## config.mk

```make
export PLATFORM = sky130hd
export DESIGN_NAME = gslcd_fb_reader
export DESIGN_NICKNAME = d
export VERILOG_FILES = /design/src/rtl/gslcd_pkg.sv /design/src/rtl/gslcd_pixel_fifo.sv /design/src/rtl/gslcd_fb_reader.sv
export SDC_FILE = /design/constraint.sdc
export NUM_CORES = 2
export LEC_CHECK = 0
export BUFFER_PORTS_ARGS = -buffer_cell sky130_fd_sc_hd__buf_2
export CORE_MARGIN = 1
export CORE_UTILIZATION = 65
export CTS_BUF_LIST = sky130_fd_sc_hd__clkbuf_8
export CTS_CLUSTER_DIAMETER = 80
export DETAILED_ROUTE_END_ITERATION = 12
export GPL_ROUTABILITY_DRIVEN = 0
export PLACE_DENSITY = 0.85
export SYNTH_ARGS = -nofsm -noshare
export SYNTH_HDL_FRONTEND = slang
export SYNTH_HIERARCHICAL = 1
export SYNTH_SLANG_ARGS = --single-unit
```

## constraint.sdc

```tcl
create_clock -name clk -period 6.37 [get_ports clk]
set_input_delay 1.274 -clock clk [delete_from_list [all_inputs] [get_ports clk]]
set_output_delay 1.274 -clock clk [all_outputs]
set_load 0.01 [all_outputs]
```

## src/rtl/gslcd_pkg.sv

```systemverilog
// Shared types and constants for the gslcd framebuffer fetch path.
package gslcd_pkg;

    typedef enum logic [1:0] {
        ST_IDLE  = 2'd0,
        ST_ADDR  = 2'd1,
        ST_DATA  = 2'd2,
        ST_DRAIN = 2'd3
    } fb_state_t;

    localparam logic [1:0] AXI_BURST_INCR = 2'b01;
    localparam logic [1:0] AXI_RESP_OKAY  = 2'b00;
    localparam logic [3:0] AXI_AR_CACHE   = 4'b0011;
    localparam logic [2:0] AXI_AR_PROT    = 3'b000;

    // Ceiling log2 for elaboration-time sizing; returns 0 for values <= 1.
    function automatic int clog2(input int value);
        int result;
        result = 0;
        for (int i = 0; i < 31; i++) begin
            if ((1 << i) < value) result = i + 1;
        end
        return result;
    endfunction

endpackage

```

## src/rtl/gslcd_pixel_fifo.sv

```systemverilog
// Synchronous first-word-fall-through pixel FIFO with flush and free-count.
// Read data comes straight from the storage array, so a written word is
// visible one cycle after the push.
module gslcd_pixel_fifo
    import gslcd_pkg::*;
#(
    parameter int WIDTH = 24,
    parameter int DEPTH = 64
) (
    input  logic                  clk,
    input  logic                  reset,
    input  logic                  flush,
    input  logic                  push,
    input  logic [WIDTH-1:0]      push_data,
    input  logic                  pop,
    output logic [WIDTH-1:0]      pop_data,
    output logic                  empty,
    output logic [clog2(DEPTH):0] free
);
    localparam int PTR_W = clog2(DEPTH);
    localparam logic [PTR_W:0] DEPTH_CNT = (PTR_W + 1)'(DEPTH);

    logic [WIDTH-1:0] mem [DEPTH];
    logic [PTR_W:0]   wr_ptr;
    logic [PTR_W:0]   rd_ptr;
    logic [PTR_W:0]   count;
    logic             full;
    logic             do_push;
    logic             do_pop;

    assign count    = wr_ptr - rd_ptr;
    assign empty    = (count == '0);
    assign full     = (count == DEPTH_CNT);
    assign free     = DEPTH_CNT - count;
    assign do_pop   = pop && !empty;
    assign do_push  = push && (!full || do_pop);
    assign pop_data = mem[rd_ptr[PTR_W-1:0]];

    // Pointer update; flush discards all stored words.
    always_ff @(posedge clk) begin
        if (reset || flush) begin
            wr_ptr <= '0;
            rd_ptr <= '0;
        end else begin
            if (do_push) wr_ptr <= wr_ptr + 1'b1;
            if (do_pop)  rd_ptr <= rd_ptr + 1'b1;
        end
    end

    // Storage write; contents need no reset since the pointers gate visibility.
    always_ff @(posedge clk) begin
        if (do_push && !flush) mem[wr_ptr[PTR_W-1:0]] <= push_data;
    end

endmodule

```

## src/rtl/gslcd_fb_reader.sv

```systemverilog
// Framebuffer fetch stage: AXI4 burst-read master that walks one frame of
// 0x00RRGGBB pixels and presents them as a valid/ready RGB888 stream.
//
// state    | meaning
// ---------+---------------------------------------------------------------
// ST_IDLE  | no frame in progress, waiting for an enabled frame start
// ST_ADDR  | waiting for FIFO room, then presenting the next AR burst
// ST_DATA  | accepting beats of the outstanding burst into the FIFO
// ST_DRAIN | frame restarted: discard rest of the outstanding burst
module gslcd_fb_reader
    import gslcd_pkg::*;
#(
    parameter int ADDR_WIDTH  = 32,
    parameter int DATA_WIDTH  = 32,
    parameter int BURST_LEN   = 16,
    parameter int FRAME_WORDS = 384000,
    parameter int FIFO_DEPTH  = 64
) (
    input  logic                  clk,
    input  logic                  reset,
    input  logic [ADDR_WIDTH-1:0] io_baseAddr,
    input  logic                  io_enable,
    input  logic                  io_frameStart,
    output logic                  io_pixel_valid,
    input  logic                  io_pixel_ready,
    output logic [23:0]           io_pixel_payload,
    output logic                  io_busy,
    output logic                  io_error,
    output logic                  io_ar_valid,
    input  logic                  io_ar_ready,
    output logic [ADDR_WIDTH-1:0] io_ar_addr,
    output logic [7:0]            io_ar_len,
    output logic [2:0]            io_ar_size,
    output logic [1:0]            io_ar_burst,
    output logic [3:0]            io_ar_cache,
    output logic [2:0]            io_ar_prot,
    output logic [3:0]            io_ar_id,
    input  logic                  io_r_valid,
    output logic                  io_r_ready,
    input  logic [DATA_WIDTH-1:0] io_r_data,
    input  logic [1:0]            io_r_resp,
    input  logic                  io_r_last,
    input  logic [3:0]            io_r_id
);
    localparam int BEAT_BYTES  = DATA_WIDTH / 8;
    localparam int BURST_BYTES = BURST_LEN * BEAT_BYTES;
    localparam int NUM_BURSTS  = FRAME_WORDS / BURST_LEN;
    localparam int BEAT_W      = clog2(BURST_LEN);
    localparam int BURST_W     = (clog2(NUM_BURSTS) > 0) ? clog2(NUM_BURSTS) : 1;
    localparam int FREE_W      = clog2(FIFO_DEPTH) + 1;

    localparam logic [ADDR_WIDTH-1:0] ALIGN_MASK = ~(ADDR_WIDTH'(BURST_BYTES - 1));
    localparam logic [ADDR_WIDTH-1:0] BURST_STEP = ADDR_WIDTH'(BURST_BYTES);
    localparam logic [BEAT_W-1:0]     LAST_BEAT  = BEAT_W'(BURST_LEN - 1);
    localparam logic [BURST_W-1:0]    LAST_BURST = BURST_W'(NUM_BURSTS - 1);
    localparam logic [FREE_W-1:0]     RESERVE    = FREE_W'(BURST_LEN);

    fb_state_t             state;
    logic [ADDR_WIDTH-1:0] base_q;
    logic [ADDR_WIDTH-1:0] ar_addr_q;
    logic [BEAT_W-1:0]     beat_cnt;
    logic [BURST_W-1:0]    burst_cnt;
    logic                  ar_valid_q;
    logic                  r_ready_q;
    logic                  error_q;

    logic [ADDR_WIDTH-1:0] new_base;
    logic [ADDR_WIDTH-1:0] next_base;
    logic                  restart;
    logic                  r_beat;
    logic                  last_beat;
    logic                  fifo_push;
    logic                  fifo_flush;
    logic                  fifo_empty;
    logic [FREE_W-1:0]     fifo_free;
    logic                  unused_inputs;

    // Bursts are aligned to their own size so a burst never crosses 4 KB.
    assign new_base  = io_baseAddr & ALIGN_MASK;
    assign restart   = io_frameStart && io_enable && (state != ST_IDLE);
    assign next_base = restart ? new_base : base_q;
    assign r_beat    = io_r_valid && r_ready_q;
    assign last_beat = (beat_cnt == LAST_BEAT);
    // A beat arriving in the restart cycle belongs to the old frame and is dropped.
    assign fifo_push  = r_beat && (state == ST_DATA) && !restart;
    assign fifo_flush = restart || ((state == ST_DRAIN) && r_beat && last_beat);

    gslcd_pixel_fifo #(
        .WIDTH (24),
        .DEPTH (FIFO_DEPTH)
    ) u_fifo (
        .clk       (clk),
        .reset     (reset),
        .flush     (fifo_flush),
        .push      (fifo_push),
        .push_data (io_r_data[23:0]),
        .pop       (io_pixel_ready),
        .pop_data  (io_pixel_payload),
        .empty     (fifo_empty),
        .free      (fifo_free)
    );

    // Fetch sequencer: AR issue, beat/burst counting, restart and error tracking.
    always_ff @(posedge clk) begin
        if (reset) begin
            state      <= ST_IDLE;
            base_q     <= '0;
            ar_addr_q  <= '0;
            beat_cnt   <= '0;
            burst_cnt  <= '0;
            ar_valid_q <= 1'b0;
            r_ready_q  <= 1'b0;
            error_q    <= 1'b0;
        end else begin
            if (restart) begin
                base_q  <= new_base;
                error_q <= 1'b0;
            end
            case (state)
                ST_IDLE: begin
                    if (io_frameStart && io_enable) begin
                        base_q    <= new_base;
                        ar_addr_q <= new_base;
                        burst_cnt <= '0;
                        beat_cnt  <= '0;
                        error_q   <= 1'b0;
                        state     <= ST_ADDR;
                    end
                end
                ST_ADDR: begin
                    if (restart) begin
                        beat_cnt <= '0;
                        if (ar_valid_q) begin
                            // An AR already presented must complete; its data is discarded.
                            if (io_ar_ready) ar_valid_q <= 1'b0;
                            r_ready_q <= 1'b1;
                            state     <= ST_DRAIN;
                        end else begin
                            ar_addr_q <= new_base;
                            burst_cnt <= '0;
                        end
                    end else if (ar_valid_q) begin
                        if (io_ar_ready) begin
                            ar_valid_q <= 1'b0;
                            r_ready_q  <= 1'b1;
                            beat_cnt   <= '0;
                            state      <= ST_DATA;
                        end
                    end else if (fifo_free >= RESERVE) begin
                        ar_valid_q <= 1'b1;
                    end
                end
                ST_DATA: begin
                    if (r_beat) begin
                        if (!restart && ((io_r_last != last_beat) ||
                                         (io_r_resp != AXI_RESP_OKAY))) begin
                            error_q <= 1'b1;
                        end
                        beat_cnt <= last_beat ? '0 : beat_cnt + 1'b1;
                    end
                    if (restart) begin
                        if (r_beat && last_beat) begin
                            r_ready_q <= 1'b0;
                            ar_addr_q <= new_base;
                            burst_cnt <= '0;
                            state     <= ST_ADDR;
                        end else begin
                            state <= ST_DRAIN;
                        end
                    end else if (r_beat && last_beat) begin
                        r_ready_q <= 1'b0;
                        burst_cnt <= burst_cnt + 1'b1;
                        ar_addr_q <= ar_addr_q + BURST_STEP;
                        state     <= (burst_cnt == LAST_BURST) ? ST_IDLE : ST_ADDR;
                    end
                end
                ST_DRAIN: begin
                    if (ar_valid_q && io_ar_ready) ar_valid_q <= 1'b0;
                    if (r_beat) begin
                        beat_cnt <= last_beat ? '0 : beat_cnt + 1'b1;
                        if (last_beat) begin
                            r_ready_q <= 1'b0;
                            ar_addr_q <= next_base;
                            burst_cnt <= '0;
                            state     <= ST_ADDR;
                        end
                    end
                end
                default: state <= ST_IDLE;
            endcase
        end
    end

    assign io_pixel_valid = !fifo_empty;
    assign io_busy        = (state != ST_IDLE);
    assign io_error       = error_q;
    assign io_ar_valid    = ar_valid_q;
    assign io_ar_addr     = ar_addr_q;
    assign io_ar_len      = 8'(BURST_LEN - 1);
    assign io_ar_size     = 3'(clog2(BEAT_BYTES));
    assign io_ar_burst    = AXI_BURST_INCR;
    assign io_ar_cache    = AXI_AR_CACHE;
    assign io_ar_prot     = AXI_AR_PROT;
    assign io_ar_id       = '0;
    assign io_r_ready     = r_ready_q;

    // Only one ID is ever issued and the alpha byte is not displayed.
    assign unused_inputs = ^{io_r_id, io_r_data[DATA_WIDTH-1:24]};

endmodule
```

* Word level (Yosys, flattened, before mapping)
Memories as Yosys holds them, arrays and structs flattened. A register that Yosys moved wholly into a read port is not among the register bits. Cells that the tools add are included.
Cells by class: add/subtract/negate cells 7, multipliers 0, divide/modulo/power cells 0, $lt $le $gt $ge 1, equal/unequal tests 19, shifts and indexed selects 0, mux-type cells 64, bitwise logic cells 0, reduce and logical (&&, ||, !) cells 33
Operators with widths (count):
- $mux W32 | 11
- $pmux W32 S4 | 1
- $mux W15 | 8
- $pmux W15 S4 | 1
- $add A32 B7 Y32 const B | 1
- $mux W4 | 6
- $mux W1 | 20
- $mux W2 | 10
- $reduce_and A6 Y1 | 3
- $add A15 B1 Y15 const B | 1
- $eq A15 B15 Y1 const B | 1
- $add A7 B1 Y7 const B | 2
- $logic_and A1 B1 Y1 | 13
- $mux W6 | 2
- $ne A2 B2 Y1 const B | 6
- $pmux W4 S3 | 1
- $pmux W2 S4 | 1
- $eq A7 B7 Y1 const B | 1
- $ge A7 B5 Y1 const B | 1
- $logic_not A7 Y1 | 1
- $sub A7 B7 Y7 | 1
- $sub A7 B7 Y7 const A | 1
- $ne A2 B1 Y1 const B | 3
- $ne A3 B3 Y1 const B | 2
- other kinds (16) | 26
Storage, ports and cells: register bits 102, bits in latches 0, memory bits (writable) 1536, memory bits (read-only) 0, output and inout bits 85, word-level logic and storage cells 135, memories kept 1
Memories:
- u_fifo.mem | words 64, bits a word 24, rd ports 1, clocked after memory_dff 1, write ports 1, RTL line gslcd_pixel_fifo.sv:23 | logic [WIDTH-1:0] mem [DEPTH];

* Longest topological paths before layout
depth after elaboration 9, gate-level depth with buffers 15, gate-level depth less buffers 14

* By module
Netlist, hierarchy kept.
Modules (own cells, without submodules):
- gslcd_pixel_fifo | times used 1, cells each 2522, area each 59781.1 um^2, sequential area each 46524.6 um^2
- gslcd_fb_reader | times used 1, cells each 583, area each 4757.1 um^2, sequential area each 1761.7 um^2

* Least setup slack after synthesis
Ideal clock, no wire load.
path type input-to-reg, start point input io_frameStart, end point memory u_fifo.mem[56][0], enable pin, setup time 405 ps, arrival 3898 ps, data required time 5965 ps, path slack 2067 ps, stages 9, path buffers 3, cells stage by stage nand3b_4 > nand2_1 > buf_2 > clkbuf_1 > nor2_1 > nand2b_1 > or4_1 > buf_4 > nor2_1
On the way: longest elaborated chain between the ends 8, elaborated cells between the ends (all ways) 10, classes of those cells 2 x mux; 8 x reduce/logical
RTL lines:
- start: declaration | RTL line gslcd_fb_reader.sv:23 | input logic io_frameStart,
- $logic_and A1 B1 Y1 (2 in a row) | RTL line gslcd_fb_reader.sv:80 | assign restart = io_frameStart && io_enable && (state != ST_IDLE);
- $logic_not A1 Y1 | RTL line gslcd_fb_reader.sv:85 | assign fifo_push = r_beat && (state == ST_DATA) && !restart;
- $logic_and A1 B1 Y1 | RTL line gslcd_fb_reader.sv:85
- via fifo_push | RTL line gslcd_fb_reader.sv:72 | logic fifo_push;
- $logic_and A1 B1 Y1 | RTL line gslcd_pixel_fifo.sv:36 | assign do_push = push && (!full || do_pop);
- $logic_and A1 B1 Y1 | RTL line gslcd_pixel_fifo.sv:52 | if (do_push && !flush) mem[wr_ptr[PTR_W-1:0]] <= push_data;
- $mux W1 | RTL line gslcd_pixel_fifo.sv:52
- $mux W1 (not written as such) | RTL line gslcd_pixel_fifo.sv:52
- end: declaration | RTL line gslcd_pixel_fifo.sv:23
The timed path passes the listed nets, and every way through them passes these cells.

==> results by group <==
Min path
  – Worst Hold Class: flop to flop

Critical path
  – Most numerous cell on the critical path: mux4_2
  – Worst path cell trace: buf_4 > mux4_2 > mux4_2 > a22oi_1 > nand2_1 > buf_2
  – Worst-path fanout max: 37
  – Crit path launch type: flop
  – Slowest CP cell: dfxtp_4
  – Crit. End Element: output port
  – Max incr delay on CP: roughly 1000 ps
  – Worst path required time: just over 5000 ps
  – CP Class: flop to output port
  – Arrival @ worst endpoint: ~4300 ps

Power and ir drop
  – PwrDens: approximately 340 nW/µm²
  – Total leakage power: 22.4 nW
  – Peak VDD IR: between 200 and 250 µV

CTS
  – Clock root buffer: clkbuf_8
  – Clk_lat worst skew: 920 ps
  – Cts bufs inserted: 238
  – Setup repair bufs after CTS: 0
  – Htree depth: 4
  – Hold_buf cts: 0
  – Clk slew on worst S/H paths: approximately 60 ps
  – Sink Count: approximately 1600
  – Clock Tree Buf Depth: 3
  – Post-CTS sizing: 0
  – CTS tree: done

Drt
  – Detailed Routing Iterations Pass 1: 6
  – Met3 Wirelength: 18100 µm
  – Initial DRC Count: approximately 4600
  – Drt wl/cell: between 30 and 40 µm
  – Final ANT Viol Nets: 0
  – Met1 WL: ~53000 µm
  – Via density: 6.87
  – Met2 wire len: approximately 76000 µm
  – DRC: 0
  – Via count: about 34000
  – WL final: 153000 µm
  – Highest routed layer: met5

Finish
  – Ratio of cells with drive above 1 in the final layout: between 20% and 30%
  – Area growth syn-to-layout: 10.5%
  – Layout Nets: between 3000 and 4000
  – Finished Core Util: 72.4%
  – Post-route insts no fill: about 4900

Global routing
  – Total GRT Usage: a little under a third
  – Gr ovfl total: 0
  – Global-route wire length before repair: roughly 220000 µm
  – Largest net degree at the start of global routing: between 60 and 70
  – Initial antenna violation count: 6
  – Vias in the first global route: around 35000

STA
  – Slew HR: approximately a tenth
  – Clock period minus worst slack: 5530 ps
  – Endpoints failing setup: 0
  – Fmax: between 150 and 200 MHz
  – Worst-Margin Slew: around 1400 ps
  – Final count of hold timing violations: 0
  – Setup TNS Final: 0 ps
  – Max Slew Vio Count: 0
  – Clock Skew: between 60 and 70 ps
  – Final period util: 86.8%
  – Unrepaired setup endpoints after global routing: no

Floorplanning
  – Row Count: roughly 120
  – DIE HEIGHT: between 300 and 400 µm
  – Die footprint: 101000 µm²
  – Initial Utilization: 65.6%
  – Die width: about 320 µm
  – Ports: 163
  – Core region area: ~98000 µm²

Logic synthesis
  – Post-Syn Area: 64500 µm²
  – Syn Area/Cell: approximately 21 µm²
  – Syn. warnings: 6
  – Post-Synthesis Cells: 3102

Placed design
  – Cell count after placement: between 4000 and 5000
  – Port buffer count: 120
  – HPWL after DPL: 88800 µm

Run
  – Max Cap Viol: 0

Status
  – Outcome: complete, no violations
[through the flow]
stage | power [W] | worst slack [ps] | hold WS [ps] | cell area, µm²
2_1_floorplan | 0.0157 | 2070 | 432 | 64600
3_3_place_gp | 0.0168 | 1770 | 439 | 67000
3_5_place_dp | 0.0171 | 1740 | 451 | 67000
4_1_cts | 0.0244 | 792 | 459 | 71300
5_1_grt | 0.0252 | 667 | 473 | 71300
6_report | 0.0244 | 840 | 460 | 71300
[critical path: cells and delay by family (launching register included)]
family	cells	cell delay [ps]
AOI/OAI and AO/OA	1	390
and+or+nand+nor	1	290
buffers and inverters	2	630
DFF	1	990
muxes	2	1050
[worst paths after layout]
path	endpoint	startpoint	cells past startpoint	slack, ps
hold reg to reg	flop	flop	2	460
setup / recovery	io_pixel_payload[17]	flop	6	840
hold / removal	flop	flop	2	460
setup reg to reg	u_fifo/mem[4][23]$_DFFE_PP_	u_fifo/wr_ptr[0]$_SDFFE_PP0P_	12	1830
[state kept, by name, indices dropped and copies added, names as in the netlist, named ones only]
register,cells
base_q,6
u_fifo/rd_ptr,7
u_fifo/mem,1536
io_ar_addr,32
io_error,1
state,2
u_fifo/wr_ptr,7
beat_cnt,4
io_ar_valid,1
io_r_ready,1
burst_cnt,15
[power by group]
part | leakage [nW] | internal [W] | switching, W | total (W)
sequential | 14.7 | 0.0119 | 0.000256 | 0.0121
combinational | 5.18 | 0.00234 | 0.00237 | 0.00471
clock | 2.51 | 0.00362 | 0.00388 | 0.00750
total | 22.4 | 0.0178 | 0.00651 | 0.0244
[routing by layer]
layer	GRT usage (%)	vias to the layer above
met2	50.4	2405
met1	41.6	17254
met5	0	-
met4	11.6	8
li1	-	13519
met3	7.07	406
[cell usage in the layout, fill, tap and decap left out, drive strengths merged, types with 16 or more instances in the layout]
master,count
conb,24
edfxtp,1536
xnor2,22
clkbuf,245
dfxtp,108
nor2,134
nand4,16
a21oi,63
ha,16
a22oi,62
o21ai,37
and3,19
mux4,446
buf,226
nand2,114
clkinv,95
mux2i,76
nand3,40
inv,121
nor3,17
[layout make-up]
class                      instances  area [µm²]
inverter                          28         105
clock buffer                     245        3370
sequential                      1644       48300
tap                             1287        1610
antenna                            6        15.0
clock inverter                   193         895
multi-input combinational       1261       15400
fill                            5186       27100
timing repair buffer             226        1570
(Power assumes the default switching activity.)
